## config.mk

```make
export PLATFORM = sky130hd
export DESIGN_NAME = mem_arbiter
export DESIGN_NICKNAME = d
export VERILOG_FILES = /design/src/rtl/mem_arbiter.sv
export SDC_FILE = /design/constraint.sdc
export NUM_CORES = 1
export LEC_CHECK = 0
export BUFFER_PORTS_ARGS = -buffer_cell sky130_fd_sc_hd__buf_4
export CAP_MARGIN = 15
export CORE_AREA = 3 3 301 303
export CTS_CLUSTER_DIAMETER = 50
export DETAILED_ROUTE_END_ITERATION = 16
export DIE_AREA = 0 0 304 306
export SETUP_SLACK_MARGIN = 0.5
export SYNTH_ARGS = -nofsm -noshare
export SYNTH_HDL_FRONTEND = slang
export SYNTH_SLANG_ARGS = --single-unit
```

## constraint.sdc

```tcl
create_clock -name clk -period 1.2 [get_ports clk]
set_input_delay 0.24 -clock clk [delete_from_list [all_inputs] [get_ports clk]]
set_output_delay 0.24 -clock clk [all_outputs]
set_load 0.02 [all_outputs]
```

## src/rtl/mem_arbiter.sv

```systemverilog
// Round-robin arbiter sharing one main-memory port between icache refill and
// dcache refill/writeback; one block transaction in flight at a time.
module mem_arbiter #(
    parameter int ADDR_W = 28,
    parameter int DATA_W = 128,
    parameter int BEATS  = 4,
    parameter int MASK_W = DATA_W / 8
) (
    input  logic              clk,
    input  logic              reset,
    input  logic              ic_req_valid,
    output logic              ic_req_ready,
    input  logic [ADDR_W-1:0] ic_req_addr,
    output logic              ic_resp_valid,
    output logic [DATA_W-1:0] ic_resp_data,
    input  logic              dc_req_valid,
    output logic              dc_req_ready,
    input  logic              dc_req_rw,
    input  logic [ADDR_W-1:0] dc_req_addr,
    input  logic              dc_wdata_valid,
    output logic              dc_wdata_ready,
    input  logic [DATA_W-1:0] dc_wdata,
    input  logic [MASK_W-1:0] dc_wmask,
    output logic              dc_resp_valid,
    output logic [DATA_W-1:0] dc_resp_data,
    output logic              mem_req_valid,
    input  logic              mem_req_ready,
    output logic              mem_req_rw,
    output logic [ADDR_W-1:0] mem_req_addr,
    output logic              mem_req_data_valid,
    input  logic              mem_req_data_ready,
    output logic [DATA_W-1:0] mem_req_data_bits,
    output logic [MASK_W-1:0] mem_req_data_mask,
    input  logic              mem_resp_valid,
    input  logic [DATA_W-1:0] mem_resp_data,
    output logic              busy
);

    localparam int CNT_W = (BEATS > 1) ? $clog2(BEATS) : 1;
    localparam logic [CNT_W-1:0] LAST_BEAT = CNT_W'(BEATS - 1);
    localparam logic G_IC = 1'b0;
    localparam logic G_DC = 1'b1;

    typedef enum logic [1:0] {
        S_IDLE,
        S_REQ,
        S_WDATA,
        S_RESP
    } state_t;

    state_t           r_state;
    state_t           w_state_nxt;
    logic             r_grant;
    logic             r_last_grant;
    logic [CNT_W-1:0] r_beat_cnt;
    logic             w_win;
    logic             w_wbeat;

    // With both requesting, whoever was not served last wins.
    assign w_win   = (ic_req_valid && dc_req_valid) ? ~r_last_grant : dc_req_valid;
    assign w_wbeat = dc_wdata_valid && mem_req_data_ready;

    always_ff @(posedge clk or posedge reset) begin
        if (reset) begin
            r_state      <= S_IDLE;
            r_grant      <= G_IC;
            r_last_grant <= G_IC;
            r_beat_cnt   <= '0;
        end else begin
            r_state <= w_state_nxt;
            case (r_state)
                S_IDLE: begin
                    if (ic_req_valid || dc_req_valid)
                        r_grant <= w_win;
                end
                S_REQ: begin
                    if (mem_req_ready) begin
                        r_last_grant <= r_grant;
                        r_beat_cnt   <= '0;
                    end
                end
                S_WDATA: begin
                    if (w_wbeat)
                        r_beat_cnt <= r_beat_cnt + CNT_W'(1);
                end
                S_RESP: begin
                    if (mem_resp_valid)
                        r_beat_cnt <= r_beat_cnt + CNT_W'(1);
                end
                default: ;
            endcase
        end
    end

    assign ic_resp_data      = mem_resp_data;
    assign dc_resp_data      = mem_resp_data;
    assign mem_req_addr      = (r_grant == G_DC) ? dc_req_addr : ic_req_addr;
    assign mem_req_data_bits = dc_wdata;
    assign mem_req_data_mask = dc_wmask;
    assign busy              = (r_state != S_IDLE);

    always_comb begin
        w_state_nxt        = r_state;
        ic_req_ready       = 1'b0;
        dc_req_ready       = 1'b0;
        ic_resp_valid      = 1'b0;
        dc_resp_valid      = 1'b0;
        dc_wdata_ready     = 1'b0;
        mem_req_valid      = 1'b0;
        mem_req_rw         = 1'b0;
        mem_req_data_valid = 1'b0;
        case (r_state)
            S_IDLE: begin
                if (ic_req_valid || dc_req_valid)
                    w_state_nxt = S_REQ;
            end
            S_REQ: begin
                mem_req_valid = 1'b1;
                mem_req_rw    = (r_grant == G_DC) && dc_req_rw;
                ic_req_ready  = (r_grant == G_IC) && mem_req_ready;
                dc_req_ready  = (r_grant == G_DC) && mem_req_ready;
                if (mem_req_ready)
                    w_state_nxt = mem_req_rw ? S_WDATA : S_RESP;
            end
            S_WDATA: begin
                mem_req_data_valid = dc_wdata_valid;
                dc_wdata_ready     = mem_req_data_ready;
                if (w_wbeat && r_beat_cnt == LAST_BEAT)
                    w_state_nxt = S_IDLE;
            end
            S_RESP: begin
                ic_resp_valid = (r_grant == G_IC) && mem_resp_valid;
                dc_resp_valid = (r_grant == G_DC) && mem_resp_valid;
                if (mem_resp_valid && r_beat_cnt == LAST_BEAT)
                    w_state_nxt = S_IDLE;
            end
            default: w_state_nxt = S_IDLE;
        endcase
    end

endmodule

```

==> flow_metrics.env, run 1 <==
export IMPL_status="complete, but fails checks"
export IMPL_violations="hold timing, setup timing"
export IMPL_start_util_pct=4.37
export IMPL_dp_hpwl_mm=35.9
export IMPL_cts_buffers=3
export IMPL_placed_cell_area_sq_um=3190
export IMPL_yosysTopAreaCellShare_pct=78.1
export IMPL_relSlewSlack_pct=81.5
export IMPL_port_buffers=101
export IMPL_grt_overflow=0
export IMPL_clockPowerShare_pct=11.7
export IMPL_syn_inst=477
export IMPL_seqPwrFrac_pct=8.5
export IMPL_whs_ns=-0.0487
export IMPL_fp_coreArea_sq_um=88200
export IMPL_cts_root_buffer="clkbuf_16"
export IMPL_switchingPower_uw=2040
export IMPL_hold_class="in2async"
export IMPL_power_density_nw_per_um2=1360
export IMPL_pre_cts_ws_ns=-0.228
export IMPL_gr_usage_all_layers_pct=7.71
export IMPL_avgSynthCellArea_sq_um=8.08
export IMPL_mostFrequentLayoutCells="buf_4, buf_6, mux2_4, dfrtp_1"
export IMPL_setup_viol=40
export IMPL_critPathLaunchType="flip-flop"
export IMPL_insertion_delay_ns=0.23
export IMPL_cts_sinks=6
export IMPL_syn_area_sq_um=3850
export IMPL_cts_clk_slew_worst_paths_ns=0.04
export IMPL_drive_gt1_share_pct=88.5
export IMPL_fin_cells=1365
export IMPL_die_area_sq_um=93000
export IMPL_fin_ws_ns=-0.386
export IMPL_dr_pass1_iters=3
export IMPL_fin_crit_ns=1.59
export IMPL_hold_viol_final=6
export IMPL_p_leak_uw=0.00116
export IMPL_dp_cells=1350
export IMPL_grt_pass1_vias=2197
export IMPL_crit_required_ns=0.96
export IMPL_tightest_slew_ns=0.278
export IMPL_grt_pass1_wl_mm=42.5
export IMPL_synthToLayoutAreaGrowth_pct=-6.95
export IMPL_io_pins=774
export IMPL_antenna_found_initial=4
export IMPL_fin_worst_skew_ns=0.000588
export IMPL_endpoint_kind="output port"
export IMPL_cts_tree="built"
export IMPL_period_share_pct=132
export IMPL_max_cap_violations=0
export IMPL_combPwrFrac_pct=79.8
export IMPL_fp_row_count=109
export IMPL_fin_nets=539
export IMPL_yosys_warnings=0
export IMPL_vias=1877
export IMPL_irDropWorstVdd_mv=0.547
export IMPL_drtIter0Drc=43
export IMPL_final_max_slew_viol_count=0
export IMPL_setup_tns_ns=-12.33
export IMPL_clockBufferDepth=2
export IMPL_power_uw=4890
export IMPL_wirelength_mm=38.0
export IMPL_die_w_microns=304
export IMPL_htreeDepth=1
export IMPL_ys_ff_latch=6
export IMPL_critPathKind="reg2out"
export IMPL_worst_path_max_fanout=15
export IMPL_die_y_microns=306
export IMPL_synth_seq_area_share_pct=3.90
export IMPL_detail_route_wl_per_cell_microns=27.9
export IMPL_drcViolationCount=0
export IMPL_routabilityCongestion=0.670
export IMPL_grt_max_degree=21
export IMPL_ant_nets=0
export IMPL_syn_num_nets=815
export IMPL_rsz0062_at_grt="yes"
export IMPL_layout_commonest_cell="buf_4"
export IMPL_p_int_uw=2850
export IMPL_timing_fmax_ghz=0.631
export IMPL_design_area_sq_um=3590
export IMPL_swShare_pct=41.7
export IMPL_synth_top_area_cell="buf_4"
export IMPL_worstPathArrival_ns=1.35
export IMPL_synth_distinct_cells=28
export IMPL_synthTopCellsByArea="buf_4, mux2_4, dfrtp_1"
export IMPL_insertedDiodeCount=0
export IMPL_fillers=10500
export IMPL_via_per_inst=1.38
==> cell usage after synthesis <==
cell type	number
mux2_4	24
inv_1	3
ha_1	1
and3b_2	3
o211a_1	1
o21ai_1	2
buf_4	401
and3_2	1
dfrtp_1	6
nor2_2	1
nand3_1	2
nor2b_2	1
buf_6	4
and3_1	2
buf_2	1
nor3_1	1
and2_4	1
mux2_2	4
a31oi_1	1
a21oi_1	4
a21o_1	1
nor3_2	1
nand3b_1	1
nand2_1	4
mux2i_1	1
o32ai_1	1
nand2b_1	2
nor2_1	2
==> logic make-up after synthesis <==
kind of cell | count (synthesis) | synth area share [%]
AO/OA/AOI/OAI | 10 | 1.62
buffers and inverters | 409 | 79.7
flip-flops | 6 | 3.90
AND/OR/NAND/NOR | 22 | 3.67
adder cells (fa/ha/maj) | 1 | 0.325
multiplexers | 29 | 10.8
==> through the flow <==
stage	hold slack, ns	utilization, %
2_1_floorplan	0.0310	-
3_3_place_gp	0.210	3.62
3_5_place_dp	0.203	3.62
4_1_cts	-0.0421	3.99
5_1_grt	-0.0203	4.06
6_report	-0.0487	4.06
==> registers in the layout, indices dropped and copies added, names as in the netlist <==
register	flops
r_last_grant	1
r_state	2
r_grant	1
r_beat_cnt	2
==> cell type report <==
type	count	area (sq um)	share of cell area, %
Inverter	3	11.3	0.314
Sequential cell	6	151	4.22
Tap cell	1165	1460	40.6
Clock buffer	4	78.8	2.20
Timing Repair Buffer	125	1160	32.2
Multi-Input combinational cell	62	731	20.4
==> worst max-delay path, stage by stage, from the launching register on <==
cell and delay (ns):
dfrtp_2 0.40, buf_12 0.19, mux2_4 0.37, buf_6 0.15
==> worst paths after layout <==
check                                              start                   endpoint  slack (ns)  cells after the start
worst min register to register  r_last_grant$_DFFE_PP0P_   r_last_grant$_DFFE_PP0P_        0.49                      1
worst max register to register    r_state[0]$_DFFE_PP0P_  r_beat_cnt[1]$_DFFE_PP0P_       -0.04                      5
worst max-delay path                 r_grant$_DFFE_PP0P_           mem_req_addr[22]       -0.39                      3
min in group clk                            ic_req_valid        r_grant$_DFFE_PP0P_        0.21                      2
worst min-delay path                               reset  r_beat_cnt[0]$_DFFE_PP0P_       -0.05                      2
max in group asynchronous                          reset        r_grant$_DFFE_PP0P_        1.01                      2
==> what timing repair did <==
action | 4_1_cts | 5_1_grt
gates resized for setup | 52 | 8
setup buffers | 7 | 4
hold endpoints to repair | 6 | 6
pin swaps | 5 | 3
setup endpoints to repair | 43 | 43
==> routing by layer <==
metal	GRT usage, %	part of all wire, %	wire [microns]
met1	3.50	16	5970
met2	11.0	41	15400
met3	13.4	37	14100
met5	0	0.034	13
met4	4.49	6.6	2520
==> power by group through the flow <==
stage               sequential (uW)  clock, uW  combinational (uW)
floorplan                       371          0                3950
global placement                411          0                3350
detailed placement              417          0                3350
CTS                             416        577                3900
global route                    431        582                4180
finish                          417        570                3900
(Power assumes the default switching activity.)
==> run 2: changes to the inputs <==
- ABC_AREA: not set -> 1
- CORE_AREA: 3 3 301 303 -> 3 3 300 302
- DIE_AREA: 0 0 304 306 -> 0 0 303 305
==> flow_metrics.env, run 2 <==
export IMPL_status="complete, but fails checks"
export IMPL_violations="hold timing, setup timing"
export IMPL_reg_top3="r_beat_cnt x2, r_state x2"
export IMPL_dr_pass1_iters=4
export IMPL_dp_hpwl_mm=32.7
export IMPL_die_y_microns=305
export IMPL_ys_ff_latch=6
export IMPL_irDropWorstVdd_mv=0.671
export IMPL_r2r_slack_ns=-0.17
export IMPL_cts_sinks=6
export IMPL_setup_tns_ns=-10.67
export IMPL_syn_inst=559
export IMPL_start_util_pct=4.35
export IMPL_critPathKind="reg2out"
export IMPL_fp_row_count=109
export IMPL_synthArstFlopShare_pct=100
export IMPL_design_area_sq_um=4120
export IMPL_die_w_microns=303
export IMPL_io_pins=774
export IMPL_timing_fmax_ghz=0.666
export IMPL_rr_startpoint="r_state[0]$_DFFE_PP0P_"
export IMPL_port_buffers=101
export IMPL_critPathLaunchType="flip-flop"
export IMPL_whs_ns=-0.0602
export IMPL_cts_tree="built"
export IMPL_avgSynthCellArea_sq_um=6.85
export IMPL_drtIter0Drc=83
export IMPL_fin_worst_skew_ns=0.00493
export IMPL_vias=2218
export IMPL_yosys_warnings=0
export IMPL_syn_num_nets=897
export IMPL_grt_pass1_wl_mm=39.3
export IMPL_synth_ff_type="dfrtp_1"
export IMPL_cts_buffers=3
export IMPL_placed_cell_area_sq_um=3610
export IMPL_grt_overflow=0
export IMPL_endpoint_kind="output port"
export IMPL_insertion_delay_ns=0.23
export IMPL_wirelength_mm=35.0
export IMPL_worst_path_max_fanout=13
export IMPL_clockBufferDepth=2
export IMPL_setup_viol=43
export IMPL_layout_commonest_cell="buf_4"
export IMPL_synth_most_common_cell="buf_4"
export IMPL_relSlewSlack_pct=82.3
export IMPL_fp_coreArea_sq_um=88000
export IMPL_reg2regPathDepth=8
export IMPL_synth_edf_count=0
export IMPL_crit_required_ns=0.96
export IMPL_synth_distinct_cells=22
export IMPL_grt_pass1_vias=2502
export IMPL_synth_seq_area_share_pct=3.92
export IMPL_via_per_inst=1.53
export IMPL_detail_route_wl_per_cell_microns=24.1
export IMPL_synthTopCellsByArea="buf_4, nand2_1, dfrtp_1"
export IMPL_period_share_pct=125
export IMPL_antenna_found_initial=5
export IMPL_routabilityCongestion=0.628
export IMPL_syn_area_sq_um=3830
export IMPL_gr_usage_all_layers_pct=7.14
export IMPL_mostFrequentLayoutCells="buf_4, nand2_4, buf_6, nand2_1, inv_1"
export IMPL_rr_endpoint="r_beat_cnt[1]$_DFFE_PP0P_"
export IMPL_p_leak_uw=0.00145
export IMPL_power_density_nw_per_um2=1700
export IMPL_drcViolationCount=0
export IMPL_fillers=10400
export IMPL_hold_class="in2async"
export IMPL_grt_max_degree=16
export IMPL_fin_nets=624
export IMPL_fin_ws_ns=-0.301
export IMPL_synthToLayoutAreaGrowth_pct=7.48
export IMPL_netlist_top_cells_count="buf_4, nand2_1, inv_1, nor2_1, nand3_1"
export IMPL_cts_root_buffer="clkbuf_16"
export IMPL_cts_clk_slew_worst_paths_ns=0.04
export IMPL_worstPathArrival_ns=1.26
export IMPL_htreeDepth=1
export IMPL_final_max_slew_viol_count=0
export IMPL_max_cap_violations=0
export IMPL_ant_nets=0
export IMPL_yosysTopAreaCellShare_pct=78.4
export IMPL_rsz0062_at_grt="yes"
export IMPL_drive_gt1_share_pct=76.8
export IMPL_hold_viol_final=6
export IMPL_tightest_slew_ns=0.265
export IMPL_fin_crit_ns=1.50
export IMPL_power_uw=7000
export IMPL_die_area_sq_um=92400
export IMPL_synth_top_area_cell="buf_4"
[run 2: cell types whose count changed after synthesis, moves of 3 or more]
| cell | before | now |
|---|---|---|
| and3b_2 | 3 | 0 |
| buf_2 | 1 | 6 |
| inv_1 | 3 | 12 |
| mux2_2 | 4 | 0 |
| mux2_4 | 24 | 0 |
| nand2_1 | 4 | 99 |
| nand2_2 | 0 | 3 |
| nand3_1 | 2 | 7 |
| nor2_1 | 2 | 8 |
[run 2: logic make-up after synthesis]
logic type / after synthesis / synth area share, %
adders and majority gates: 1 / 0.327
AOI/OAI and AO/OA: 6 / 0.915
DFF: 6 / 3.92
buffers and inverters: 423 / 81.5
and+or+nand+nor: 123 / 13.3
[run 2: cell type report]
class / count / area [sq um] / area share (%)
sequential: 6 / 154 / 3.74
clock buffer: 4 / 78.8 / 1.92
timing repair buffer: 130 / 1240 / 30.1
inverter: 15 / 73.8 / 1.79
multi-input combinational: 130 / 1110 / 26.9
antenna: 3 / 7.51 / 0.182
tap: 1165 / 1460 / 35.4
[run 2: how the worst max path moves through the flow]
| stage | startpoint | endpoint | slack [ns] | cells past startpoint |
|---|---|---|---|---|
| after global routing | r_grant$_DFFE_PP0P_ | mem_req_addr[21] | -0.36 | 5 |
| final | r_grant$_DFFE_PP0P_ | mem_req_addr[9] | -0.30 | 4 |
| after detailed placement | r_state[1]$_DFFE_PP0P_ | dc_req_ready | -0.15 | 5 |
| after floorplan | r_state[0]$_DFFE_PP0P_ | dc_req_ready | 0.004 | 5 |
| after global placement | r_state[0]$_DFFE_PP0P_ | dc_wdata_ready | -0.15 | 4 |
| after CTS | r_grant$_DFFE_PP0P_ | mem_req_addr[4] | -0.34 | 5 |
[run 2: routing by layer]
| layer | wire, microns | vias to the layer above | track usage [%] |
|---|---|---|---|
| met5 | 27 | - | 0 |
| met4 | 2300 | 4 | 4.32 |
| met3 | 13600 | 134 | 13.1 |
| met2 | 14500 | 540 | 10.5 |
| met1 | 4570 | 807 | 2.49 |
| li1 | - | 733 | - |
[run 2: through the flow]
stage / setup slack (ns) / hold slack (ns) / utilization (%) / std cells
after floorplan: 0.00411 / 0.0310 / - / 559
after global placement: -0.148 / 0.196 / 4.10 / 1433
after detailed placement: -0.146 / 0.195 / 4.10 / 1433
after CTS: -0.340 / -0.0499 / 4.55 / 1445
after global routing: -0.359 / -0.0368 / 4.67 / 1450
final: -0.301 / -0.0602 / 4.68 / 1453
[run 2: power breakdown]
group	switching (uW)	total [uW]	internal [uW]	leakage, uW
Sequential	140	449	309	0.0000714
Combinational	3210	5980	2770	0.00134
Clock	127	569	442	0.0000382
Total	3480	7000	3520	0.00145
[run 2: critical path, stage by stage, from the launching register on]
cell and delay, ns:
dfrtp_2 0.43, buf_6 0.21, nand2_1 0.17, nand2_4 0.10, buf_6 0.11
[run 2: what timing repair did]
item / 4_1_cts / 5_1_grt
gates resized for setup: 66 / 16
gates cloned: 0 / 1
setup buffers: 8 / 4
setup endpoints to repair: 43 / 43
pin swaps: 20 / 11
hold endpoints to repair: 6 / 6
